`src/rtl/gate_model_bist.sv`:
```
// BIST controller for combinational gate netlists: an LFSR drives the
// stimulus, a MISR compacts the responses against a golden signature.
module gate_model_bist #(
    parameter int              IN_W      = 14,
    parameter int              OUT_W     = 10,
    parameter int              SIG_W     = 16,
    parameter int              PATTERNS  = 256,
    parameter logic [IN_W-1:0] LFSR_SEED = 14'h0001,
    parameter logic [SIG_W-1:0] MISR_SEED = 16'h0000,
    parameter logic [SIG_W-1:0] GOLDEN    = 16'h0000
) (
    input  logic             clk,
    input  logic             rst,
    input  logic             start,
    input  logic [OUT_W-1:0] dut_resp,
    output logic [IN_W-1:0]  tpg_out,
    output logic             busy,
    output logic             done,
    output logic             pass,
    output logic [SIG_W-1:0] signature,
    output logic [15:0]      pat_cnt
);

    localparam logic [IN_W-1:0] SEED_L =
        (LFSR_SEED == '0) ? IN_W'(1) : LFSR_SEED;
    localparam logic [15:0] LAST = 16'(PATTERNS - 1);

    typedef enum logic [1:0] {IDLE, RUN, FLUSH, DONE} state_t;

    state_t           state, state_n;
    logic [IN_W-1:0]  lfsr, lfsr_nxt;
    logic [SIG_W-1:0] misr, misr_nxt, misr_eff;
    logic [OUT_W-1:0] resp_q;
    logic             vld_q;
    logic             pass_q;
    logic             accept;

    always_comb begin
        state_n  = state;
        accept   = 1'b0;
        lfsr_nxt = {lfsr[IN_W-2:0], lfsr[13] ^ lfsr[4] ^ lfsr[2] ^ lfsr[0]};
        misr_nxt = {misr[SIG_W-2:0], misr[15] ^ misr[14] ^ misr[12] ^ misr[3]}
                   ^ SIG_W'(resp_q);
        misr_eff = vld_q ? misr_nxt : misr;
        unique case (state)
            IDLE, DONE: begin
                if (start) begin
                    accept  = 1'b1;
                    state_n = RUN;
                end
            end
            RUN:     if (pat_cnt == LAST) state_n = FLUSH;
            FLUSH:   state_n = DONE;
            default: state_n = IDLE;
        endcase
    end

    always_ff @(posedge clk or posedge rst) begin
        if (rst) begin
            state   <= IDLE;
            lfsr    <= SEED_L;
            misr    <= MISR_SEED;
            pat_cnt <= '0;
            pass_q  <= 1'b0;
            resp_q  <= '0;
            vld_q   <= 1'b0;
        end else begin
            state  <= state_n;
            resp_q <= dut_resp;
            vld_q  <= (state == RUN);
            if (accept) begin
                lfsr    <= SEED_L;
                misr    <= MISR_SEED;
                pat_cnt <= '0;
                pass_q  <= 1'b0;
            end else begin
                if (state == RUN) begin
                    pat_cnt <= pat_cnt + 16'd1;
                    if (pat_cnt != LAST) lfsr <= lfsr_nxt;
                end
                if (vld_q) misr <= misr_nxt;
                // the last response lands in FLUSH, so judge the post-absorb value
                if (state == FLUSH) pass_q <= (misr_eff == GOLDEN);
            end
        end
    end

    assign tpg_out   = lfsr;
    assign signature = misr;
    assign busy      = (state == RUN) || (state == FLUSH);
    assign done      = (state == DONE);
    assign pass      = pass_q;

endmodule
```
`config.mk`:
```
export PLATFORM = sky130hd
export DESIGN_NAME = gate_model_bist
export DESIGN_NICKNAME = d
export VERILOG_FILES = /design/src/rtl/gate_model_bist.sv
export SDC_FILE = /design/constraint.sdc
export NUM_CORES = 1
export LEC_CHECK = 0
export CELL_PAD_IN_SITES_DETAIL_PLACEMENT = 0
export CELL_PAD_IN_SITES_GLOBAL_PLACEMENT = 1
export CORE_UTILIZATION = 40
export CTS_CLUSTER_SIZE = 24
export DETAILED_ROUTE_END_ITERATION = 8
export GPL_ROUTABILITY_DRIVEN = 0
export PLACE_DENSITY = 0.88
export SYNTH_ARGS = -nofsm -noshare
export SYNTH_HDL_FRONTEND = slang
export SYNTH_SLANG_ARGS = --single-unit
```
`constraint.sdc`:
```
create_clock -name clk -period 4.66 [get_ports clk]
set_input_delay 0.932 -clock clk [delete_from_list [all_inputs] [get_ports clk]]
set_output_delay 0.932 -clock clk [all_outputs]
set_load 0.01 [all_outputs]
```
## After elaboration in Yosys (flattened, before gate mapping)

Cells that the tools add are included.

| storage, ports and cells | value |
|---|---|
| register bits after elaboration | 60 |
| memories | 0 |
| memory bits (writable) | 0 |
| bits in latches | 0 |
| memory bits (read-only) | 0 |
| logic and storage cells | 45 |

| operators by class | value |
|---|---|
| shift-type cells | 0 |
| equal/unequal tests | 7 |
| $lt $le $gt $ge | 0 |
| reductions and logical operators | 9 |
| multipliers | 0 |
| bitwise gates (word level) | 7 |
| add/sub/neg operators | 1 |
| div/mod/pow operators | 0 |
| muxes and demuxes | 14 |

Operator list:

| kind | number |
|---|---|
| $mux 16 | 4 |
| $mux 14 | 3 |
| $add 16x1->16 const B | 1 |
| $eq 16x8->1 const B | 1 |
| $logic_not 16->1 | 1 |
| $ne 16x8->1 const B | 1 |
| $xor 16x10->16 | 1 |
| $pmux 2 s3 | 1 |
| $reduce_bool 2->1 | 3 |
| $xor 1x1->1 | 6 |
| $eq 2x2->1 const B | 2 |
| $mux 1 | 4 |
| $mux 2 | 2 |
| $ne 2x2->1 const B | 2 |
| $reduce_and 2->1 | 2 |
| $eq 2x1->1 const B | 1 |
| $logic_not 2->1 | 1 |
| $reduce_or 2->1 | 1 |
| $logic_or 1x1->1 | 1 |

## Logic depth before layout (Yosys ltp)

Gate-level depths: netlist of the first run.

| depth | value |
|---|---|
| depth after elaboration | 8 |
| depth in mapped cells | 7 |
| gate-level depth less buffers | 6 |

## Least setup slack after synthesis of the first run

Ideal clock, no wire load.

| timing path | value |
|---|---|
| path type | register -> register |
| from | register state[1] |
| to | register pat_cnt[15] |
| setup time | 0.078 ns |
| slack | 2.517 ns |
| cell stages (with the launch flop) | 8 |
| arrival time | 2.065 ns |
| path buffers | 1 |
| cells stage by stage | dfrtp_1 inv_1 ha_1 nand4_1 or4_1 buf_2 or4_1 a21oi_1 |

| between the ends | value |
|---|---|
| cells in the longest elaborated chain, start to end | 4 |
| elaborated cells on any way between the ends | 7 |
| classes of those cells | 2 x eq/ne; 2 x mux; 3 x reduce/logical |

RTL lines:

| what | line | text |
|---|---|---|
| from (decl) | 30 | `state_t state, state_n;` |
| from (signal assigned) | 68 | `state <= state_n;` |
| $eq 2x2->1 / $logic_not 2->1 (equally long branches) | 45 | `unique case (state)` |
| $reduce_or 2->1 | 45 |  |
| $mux 1 | 45 |  |
| $mux 16 / $reduce_bool 2->1 (equally long branches) | n/a |  |
| to (signal assigned) | 78 | `pat_cnt <= pat_cnt + 16'd1;` |
| to (decl) | 21 | `output logic [15:0] pat_cnt` |

Several ways; a longest one is shown, not always the timed one.
A chain may end at the register's enable or synchronous reset.

## Worst setup path after layout of the first run

| timing path | value |
|---|---|
| from | register state[0] |
| to | output busy |

| between the ends | value |
|---|---|
| cells in the longest elaborated chain, start to end | 2 |
| elaborated cells on any way between the ends | 3 |
| classes of those cells | 2 x eq/ne; 1 x reduce/logical |

RTL lines:

| what | line | text |
|---|---|---|
| $eq 2x1->1 / $eq 2x2->1 (equally long branches) | 90 | `assign busy = (state == RUN) \|\| (state == FLUSH);` |
| $logic_or 1x1->1 (*) | 90 |  |
| to (decl) | 17 | `output logic busy,` |

Every way passes the cells marked *; elsewhere a longest branch is shown, timed or not.

==> metrics, run 1 <==
outcome=complete, but fails checks; failing checks=DRC; Yosys cell types=38; register area share after synthesis=a little over half; mux contribution to synthesized area=2.18%; Vias/cell=approximately 5.3; Worst-Margin Slew=1.09 ns; via count=2166; Die Ht=around 85 um; number of flops mapped to enable cells by yosys=0; Finish-stage setup viols=0; DRC Markers=3; DRT iter0 DRCs=~130; row cnt=29; Synth Instances=approximately 260; Int Power=about 1.2 mW; initial antenna violation count=0; most common library cell in the layout ignoring fill and taps=clkdlybuf4s50_1; Post-synth top flop=dfrtp_1; depth of the CTS H-tree=3; Area Overhead vs Synth=33.2%; NetSw=between 400 and 500 uW; Clock Latency Late Sink=~0.33 ns; FF-to-FF setup slack=between 2 and 2.5 ns; I/O pin count=62; Ys Warns=0; VDD IR max=approximately 0.00026 V; async set-reset flop share out of synthesis=100%; highest clock rate=approximately 0.37 GHz; post-CTS setup buffers=0; hold path depth=2; Post-Syn Area per Cell=approximately 10 um2; detailed-route wire length per cell=~14 um; RR Startpoint=state[1]; Worst Path Max Fanout=4; RSZ-0062 raised after global routing=no; Max Cap Violations=0; Synth Area in Adders=2.27%; total CTS buffers=9; crit end category=primary output; Mapped Area=between 2000 and 3000 um2; combinational family with the most area after synthesis=simple AND/OR/NAND/NOR gates; XOR/XNOR Fraction of Synth Area=under 10%; required time of the critical path=about 3.7 ns; hold crit path type=reg -> reg; fillcell total=560; Clk pwr share=a little over a third; Comb power frac=~24%; CP startpoint kind=register; vias in the first global route=roughly 2.1k; R2R Path End=pat_cnt[15]; Max Root-Sink Buffers=2; global-route wire length before repair=~9900 um; largest net degree at the start of global routing=a little over 60; Worst Reg-to-Reg Cells=7; die area=roughly 7200 um2; most frequent cells in the layout=61 x clkdlybuf4s50_1, 59 x dfrtp_1, 26 x a21oi_1, 26 x nor2_1, 18 x o21ai_1; PostCTS Resize Cnt=0; Sw Share=27.4%; Flop pwr share=41.1%; Tcrit/Tclk final=57.9%; Critical Path AT=~1.8 ns; hold_sp=tpg_out[0]; Port Buffers=~60; layout cell share with drive strength beyond 1=between 8 and 9%; Seq cells post-synth=60; Tmin final=between 2 and 3 ns; antenna cells=0; Tot GR Track Use=17.6%; post-synthesis compound-gate area fraction=around an eighth; GR Overflow Total=0; PD cells=between 400 and 500 nW/um2; Net Count, Synth=282; CTS clk-pin slew, worst paths=0.07 ns; core area=about 6500 um2; detailed placement HPWL=about 3800 um; Die X=84.9 um; final number of hold-violating endpoints=0; Post-Synth Simple-Gate Area=~17%; Routed Antenna Nets=0; critical path type=reg -> out; Fin Setup TNS=0 ns; Clock Tree Root=clkbuf_8; Worst Hold Slack=roughly 0.54 ns; WL final=between 5000 and 6000 um; TritonCTS clock tree=yes; normalized max-slew margin=approximately 28%; Final Net Count=roughly 340; cts hold-fix bufs=0; Worst Setup Slack, final=just under 2 ns; Hold Path End=tpg_out[1]; clk sinks=60; Pleak=~1.5 nW; clock skew=about 0.0076 ns; Slew Limit Fails=0; starting density of the core=a little over two fifths; DR pass1 iterations=8; pre-CTS setup slack=roughly 2.2 ns
[layer usage]
layer	part of all wire, %	up-vias	global-route usage, %
met5	0	-	0
met2	46	51	25.6
met1	49	1054	25.1
met3	3.6	7	3.60
li1	-	1054	-
met4	1.4	0	8.63
[Yosys cell counts, types with 5 or more instances]
cell type	count	area share, %
clkbuf_1	7	0.96
inv_1	5	0.68
a211oi_1	8	2.2
or3_1	6	1.4
xor2_1	7	2.2
mux2i_1	6	2.2
xnor2_1	14	4.5
nor3_1	5	0.91
nand4_1	8	1.8
ha_1	5	2.3
a21oi_1	26	4.7
dfrtp_1	59	54
nand3_1	15	2.7
nor2_1	26	3.5
o21ai_1	18	3.3
nand2_1	10	1.4
buf_1	5	0.68
[power by group through the flow]
stage	clock [mW]	combinational, mW	sequential (mW)
floorplan	0	0.188	0.715
global placement	0	0.403	0.698
detailed placement	0	0.408	0.700
CTS	0.594	0.411	0.690
global route	0.620	0.439	0.702
finish	0.580	0.405	0.687
[layout make-up]
type	instances	area [um2]	area share, %
clock buffers	10	138	3.76
clock inverters	6	111	3.04
inverters	6	22.5	0.615
multi-input cells	182	1160	31.7
flip-flops and latches	60	1500	41.0
well taps	77	96.3	2.63
repair buffers	64	633	17.3
[registers in the layout, summed over array words and instances, names as in the netlist]
signal     count
pat_cnt       16
resp_q        10
tpg_out       14
vld_q          1
signature     16
state          2
pass           1
[worst max-delay path, cell delays in order (launching register included)]
cell	delay, ns
dfrtp_1	0.40
inv_1	0.07
ha_1	0.34
inv_1	0.10
clkdlybuf4s50_1	0.54
[logic make-up after synthesis]
group                    after synthesis
AO/OA/AOI/OAI                         62
XOR/XNOR                              22
adder cells (fa/ha/maj)                5
buffers and inverters                 22
flip-flops                            60
multiplexers                           6
AND/OR/NAND/NOR                       87
[worst max path at each step]
| stage | start | endpoint | slack (ns) | cells after the start |
|---|---|---|---|---|
| floorplan | rst | pass | 2.24 | 1 |
| global placement | start | pass | 2.24 | 5 |
| detailed placement | state[1] | pat_cnt[15] | 2.17 | 7 |
| CTS | state[0] | busy | 1.93 | 4 |
| global route | state[0] | busy | 1.85 | 4 |
| finish | state[0] | busy | 1.96 | 4 |
[through the flow]
| step | cell area (um2) | instances | util (%) | power (mW) |
|---|---|---|---|---|
| CTS | 3660 | 405 | 56.4 | 1.70 |
| floorplan | 2750 | 264 | - | 0.902 |
| detailed placement | 3420 | 389 | 52.6 | 1.11 |
| finish | 3660 | 405 | 56.4 | 1.67 |
| global placement | 3420 | 389 | 52.6 | 1.10 |
| global route | 3660 | 405 | 56.4 | 1.76 |
No activity file was read; power rests on OpenSTA's default activity.
==> inputs of run 2 (changes only) <==
--- a/config.mk
+++ b/config.mk
@@ -7,11 +7,11 @@
 export LEC_CHECK = 0
 export CELL_PAD_IN_SITES_DETAIL_PLACEMENT = 0
 export CELL_PAD_IN_SITES_GLOBAL_PLACEMENT = 1
-export CORE_UTILIZATION = 40
+export CORE_UTILIZATION = 38
 export CTS_CLUSTER_SIZE = 24
 export DETAILED_ROUTE_END_ITERATION = 8
 export GPL_ROUTABILITY_DRIVEN = 0
-export PLACE_DENSITY = 0.88
+export PLACE_DENSITY = 0.84
 export SYNTH_ARGS = -nofsm -noshare
 export SYNTH_HDL_FRONTEND = slang
 export SYNTH_SLANG_ARGS = --single-unit
==> constraint.sdc (replaced) <==
create_clock -name clk -period 2.6 [get_ports clk]
set_input_delay 0.52 -clock clk [delete_from_list [all_inputs] [get_ports clk]]
set_output_delay 0.52 -clock clk [all_outputs]
set_load 0.01 [all_outputs]
==> run 2 against run 1 <==
Compared with the run above:
- the flow now finishes without violations
- setup slack got worse by 1.7 ns
- sequential share of layout area fell by 0.31 points
- clock power rose by 46%
- clock skew fell by 0.0016 ns
- register-to-register slack got worse by 1.9 ns
- utilization fell by 3.0 points
- power rose by 68%
- sequential power rose by 80%
- critical path depth did not move
- largest power group unchanged
- highest routed layer unchanged
==> metrics, run 2 (synthesis gave the netlist of run 1 again) <==
global-route wire length before repair=10400 um (+4.8%); Worst Reg-to-Reg Cells=4 (-3); fillcell total=664 (+19%); cell seen most often among critical-path stages=inv_1; Sw Share=28.6% (+1.1 points); I/O pin count=62 (unchanged); Clock Latency Late Sink=0.33 ns (about the same); clock skew=0.00597 ns (-0.00160 ns); Finish-stage setup viols=0 (unchanged); core area=6910 um2 (+6.3%); crit-path leading delay family=buffers and inverters; CP max stage delay=0.56 ns (+0.02 ns); largest net degree at the start of global routing=34 (-44%); Tmin final=about 2.3 ns; Fin Setup TNS=0 ns (unchanged); layout cell share with drive strength beyond 1=9.31% (+1.1 points); FF-to-FF setup slack=0.29 ns (-1.88 ns); most common library cell in the layout ignoring fill and taps=clkdlybuf4s50_1; RR Startpoint=pat_cnt[10]; TritonCTS clock tree=yes; normalized max-slew margin=47.8% (+20 points); Int Power=2.01 mW (+65%); crit end category=primary output; depth of the CTS H-tree=3 (unchanged); Tot GR Track Use=18.0% (+0.43 points); Final Net Count=346 (+1.5%); VDD IR max=0.000319 V (+24%); Clk pwr share=30.1% (-4.6 points); Routed Antenna Nets=0 (unchanged); hold crit path type=in -> async; DRC Markers=0 (-3); detailed placement HPWL=4270 um (+13%); WP buf/inv=3 (unchanged); CTS clk-pin slew, worst paths=0.07 ns (about the same); Worst Path Max Fanout=4 (unchanged); Max Cap Violations=0 (unchanged); DRT iter0 DRCs=165 (+32%); total CTS buffers=9 (unchanged); required time of the critical path=2.08 ns (-1.65 ns); Port Buffers=61 (unchanged); Die X=87.1 um (+2.5%); vias in the first global route=2135 (+3.4%); Worst-Margin Slew=0.784 ns (-0.303 ns); post-CTS setup buffers=0 (unchanged); critical path type=reg -> out; Top Metal Used=met4; met3 wire length=274 um (+31%); final instance area=3690 um2 (+0.75%); most frequent cells in the layout=61 x clkdlybuf4s50_1, 59 x dfrtp_1, 26 x a21oi_1, 26 x nor2_1, 18 x o21ai_1; Tcrit/Tclk final=around 90%; Vias/cell=5.19 (-3.0%); Worst Setup Slack, final=0.263 ns (-1.70 ns); NetSw=802 uW (+75%); CP startpoint kind=register; Area Overhead vs Synth=34.2%; Max Root-Sink Buffers=2 (unchanged); final number of hold-violating endpoints=0 (unchanged); Slew Limit Fails=0 (unchanged); PostCTS Resize Cnt=0 (unchanged); Critical Path AT=1.82 ns (+0.05 ns); CP Cell Sequence=inv_1 -> ha_1 -> inv_1 -> clkdlybuf4s50_1; initial antenna violation count=0 (unchanged); Final Total Pwr=2.81 mW (+68%); starting density of the core=39.8% (-2.5 points); clk sinks=60 (unchanged); Critical-path top delay cell=clkdlybuf4s50_1; PD cells=761 nW/um2 (+67%); detailed-route wire length per cell=14.2 um (-0.47%); die area=7580 um2 (+5.1%); Clock Tree Root=clkbuf_8; pre-CTS setup slack=0.306 ns (-1.87 ns); GR Overflow Total=0 (unchanged); via count=2226 (+2.8%); WL met2=2750 um (+4.6%); Pleak=1.55 nW (+0.64%); DR pass1 iterations=4 (-4); row cnt=30 (+3.4%); multi-input combinational cell area=1160 um2 (unchanged); Flop pwr share=44.1% (+3.0 points); highest clock rate=approximately 0.43 GHz; register area=1500 um2 (unchanged); WL final=6080 um (+5.4%); R2R Path End=state[0]; Comb power frac=25.9% (+1.7 points); outcome=finished clean; Die Ht=87.1 um (+2.5%); RSZ-0062 raised after global routing=no; WL met1=2950 um (+3.7%); antenna cells=0 (unchanged); cts hold-fix bufs=0 (unchanged); placed cell areas=3490 um2 (+2.2%)
[run 2: cell count changes in the layout (fill, tap and decap cells not counted)]
cell,change
clkinv_4,-1
bufinv_16,-2
buf_4,+4
clkinv_2,+1
clkbuf_1,+1
clkbuf_8,+1
buf_12,+1
[run 2: how the worst max path moves through the flow]
stage / from / end / slack (ns) / depth (start not counted)
2_1_floorplan: state[1] / pat_cnt[15] / 0.46 / 7
3_3_place_gp: pat_cnt[9] / state[0] / 0.37 / 4
3_5_place_dp: pat_cnt[10] / state[0] / 0.31 / 4
4_1_cts: state[0] / busy / 0.25 / 4
5_1_grt: pat_cnt[10] / state[0] / 0.17 / 4
6_report: state[0] / busy / 0.26 / 4
[run 2: layout make-up]
cell class	instances	area share (%)
Clock buffer	12	4.20
Inverter	6	0.610
Timing Repair Buffer	69	18.5
Clock inverter	4	1.29
Multi-Input combinational cell	182	31.4
Sequential cell	60	40.7
Tap cell	96	3.25
[run 2: power by group through the flow]
stage	combinational, mW	clock [mW]	sequential (mW)
after global placement	0.724	0	1.26
final	0.727	0.845	1.24
after detailed placement	0.734	0	1.26
after global routing	0.811	0.912	1.26
after CTS	0.736	0.865	1.24
after floorplan	0.336	0	1.28
[run 2: stage by stage]
step                      std cells  util, %  hold slack (ns)
after floorplan                 264        -            0.501
after global placement          413     50.5            0.516
after detailed placement        413     50.5            0.533
after CTS                       429     53.5            0.430
after global routing            429     53.5            0.437
final                           429     53.5            0.428
[run 2: layer usage]
metal,track usage [%],vias to the layer above
li1,-,1067
met3,3.79,10
met4,8.05,0
met1,25.6,1091
met2,26.6,58
met5,0,-
==> inputs of run 3 (changes only) <==
--- a/config.mk
+++ b/config.mk
@@ -11,6 +11,7 @@
 export CTS_CLUSTER_SIZE = 24
 export DETAILED_ROUTE_END_ITERATION = 8
 export GPL_ROUTABILITY_DRIVEN = 0
+export MAX_ROUTING_LAYER = met4
 export PLACE_DENSITY = 0.84
 export SYNTH_ARGS = -nofsm -noshare
 export SYNTH_HDL_FRONTEND = slang
==> run 3 against run 2 <==
Compared with the run above:
- non-clock buffer count unchanged
- setup slack got worse by 0.0024 ns
- global-route usage grew 0.58 points
- flip-flop and latch count unchanged
- critical path depth unchanged
- routed wire length down 0.64%
- fmax is 0.10% lower
- clock skew rose by 0.0012 ns
- sequential power about the same
- hold slack better by 0.0012 ns
- first-iteration DRC count fell by 10%
- cell count unchanged
==> metrics, run 3 (synthesis gave the netlist of run 1 again) <==
final number of hold-violating endpoints=0 (unchanged); RSZ-0062 raised after global routing=no; most common library cell in the layout ignoring fill and taps=clkdlybuf4s50_1; final instance area=3690 um2 (unchanged); WL final=6040 um (-0.64%); Routed Antenna Nets=0 (unchanged); VDD IR max=0.000319 V (about the same); cts hold-fix bufs=0 (unchanged); Slew Limit Fails=0 (unchanged); post-CTS setup buffers=0 (unchanged); Clk pwr share=30.1% (about the same); Die Ht=87.1 um (unchanged); DRT iter0 DRCs=148 (-10%); normalized max-slew margin=47.5% (-0.28 points); Pleak=1.55 nW (unchanged); Fin Setup TNS=0 ns (unchanged); die area=7580 um2 (unchanged); Worst Path Max Fanout=4 (unchanged); FF-to-FF setup slack=0.29 ns (about the same); global-route wire length before repair=10400 um (about the same); Clock Tree Root=clkbuf_8; placed cell areas=3490 um2 (unchanged); crit end category=primary output; antenna cells=0 (unchanged); Int Power=2.01 mW (about the same); Flop pwr share=44.0% (about the same); fillcell total=664 (unchanged); total CTS buffers=9 (unchanged); via count=2198 (-1.3%); TritonCTS clock tree=yes; Tcrit/Tclk final=90.0% (+0.093 points); CTS clk-pin slew, worst paths=0.07 ns (about the same); Finish-stage setup viols=0 (unchanged); Comb power frac=25.9% (about the same); DR pass1 iterations=4 (unchanged); Final Core Density=53.5% (unchanged); row cnt=30 (unchanged); depth of the CTS H-tree=3 (unchanged); multi-input combinational cell area=1160 um2 (unchanged); CP startpoint kind=register; most frequent cells in the layout=61 x clkdlybuf4s50_1, 59 x dfrtp_1, 26 x a21oi_1, 26 x nor2_1, 18 x o21ai_1; vias in the first global route=2139 (+0.19%); hold crit path type=in -> async; Die X=87.1 um (unchanged); I/O pin count=62 (unchanged); Port Buffers=61 (unchanged); clock skew=0.00721 ns (+0.00124 ns); Worst-Margin Slew=0.788 ns (+0.00419 ns); clk sinks=60 (unchanged); Max Cap Violations=0 (unchanged); PD cells=761 nW/um2 (about the same); core area=6910 um2 (unchanged); Vias/cell=5.12 (-1.3%); detailed placement HPWL=4270 um (unchanged); Tmin final=2.34 ns (+0.00242 ns); layout cell share with drive strength beyond 1=9.31% (unchanged); DRC Markers=0 (unchanged); PostCTS Resize Cnt=0 (unchanged); outcome=finished clean; critical path type=reg -> out; Sw Share=28.6% (+0.051 points); NetSw=804 uW (+0.25%); register area=1500 um2 (unchanged); Critical Path AT=1.82 ns (about the same); GR Overflow Total=0 (unchanged); largest net degree at the start of global routing=34 (unchanged); Final Net Count=346 (unchanged); required time of the critical path=2.08 ns (about the same); initial antenna violation count=0 (unchanged); Area Overhead vs Synth=34.2% (unchanged); Clock Latency Late Sink=0.33 ns (about the same); starting density of the core=39.8% (unchanged); Worst Hold Slack=0.429 ns (+0.00118 ns); Tot GR Track Use=18.6% (+0.58 points); Max Root-Sink Buffers=2 (unchanged); detailed-route wire length per cell=14.1 um (-0.64%); highest clock rate=0.428 GHz (-0.10%)
## run 3: cell counts in the layout (fill, tap and decap cells not counted)
No cell type changed its count.
## run 3: cell type report
class	instances	area share, %
clock buffers	12	4.20
clock inverters	4	1.29
inverters	6	0.610
multi-input cells	182	31.4
flip-flops and latches	60	40.7
well taps	96	3.25
repair buffers	69	18.5
## run 3: power by group through the flow
| stage | Sequential, mW | Combinational (mW) | Clock (mW) |
|---|---|---|---|
| 3_5_place_dp | 1.26 | 0.734 | 0 |
| 2_1_floorplan | 1.28 | 0.336 | 0 |
| 6_report | 1.24 | 0.727 | 0.847 |
| 5_1_grt | 1.26 | 0.811 | 0.914 |
| 4_1_cts | 1.24 | 0.736 | 0.865 |
| 3_3_place_gp | 1.26 | 0.724 | 0 |
## run 3: metrics by stage
stage                     total power, mW  worst slack (ns)  std cells
after global placement               1.98             0.373        413
after detailed placement             2.00             0.306        413
after CTS                            2.85             0.253        429
final                                2.81             0.261        429
after global routing                 2.99             0.172        429
after floorplan                      1.62             0.457        264
## run 3: per-layer routing
metal  up-vias  share of wire, %  routed length [um]  GRT usage, %
li1       1069                 -                   -             -
met1      1072                49                2980          26.3
met2        50                46                2770          26.3
met3         7               3.3                 200          3.13
met4         0               1.4                  85          8.05
met5         -                 0                   0             -
## run 3: path summary, 6_finish.rpt
path,start,endpoint,depth (start not counted)
min in group clk,tpg_out[0],tpg_out[1],2
worst max register to register,pat_cnt[10],state[0],4
worst min-delay path,rst,resp_q[0],2
worst max-delay path,state[0],busy,4
worst min register to register,tpg_out[0],tpg_out[1],2
max in group asynchronous,rst,tpg_out[0],3
## run 3: worst max-delay path: stages (launching register included)
cell and delay (ns):
dfrtp_1 0.41, inv_1 0.07, ha_1 0.34, inv_1 0.10, clkdlybuf4s50_1 0.57
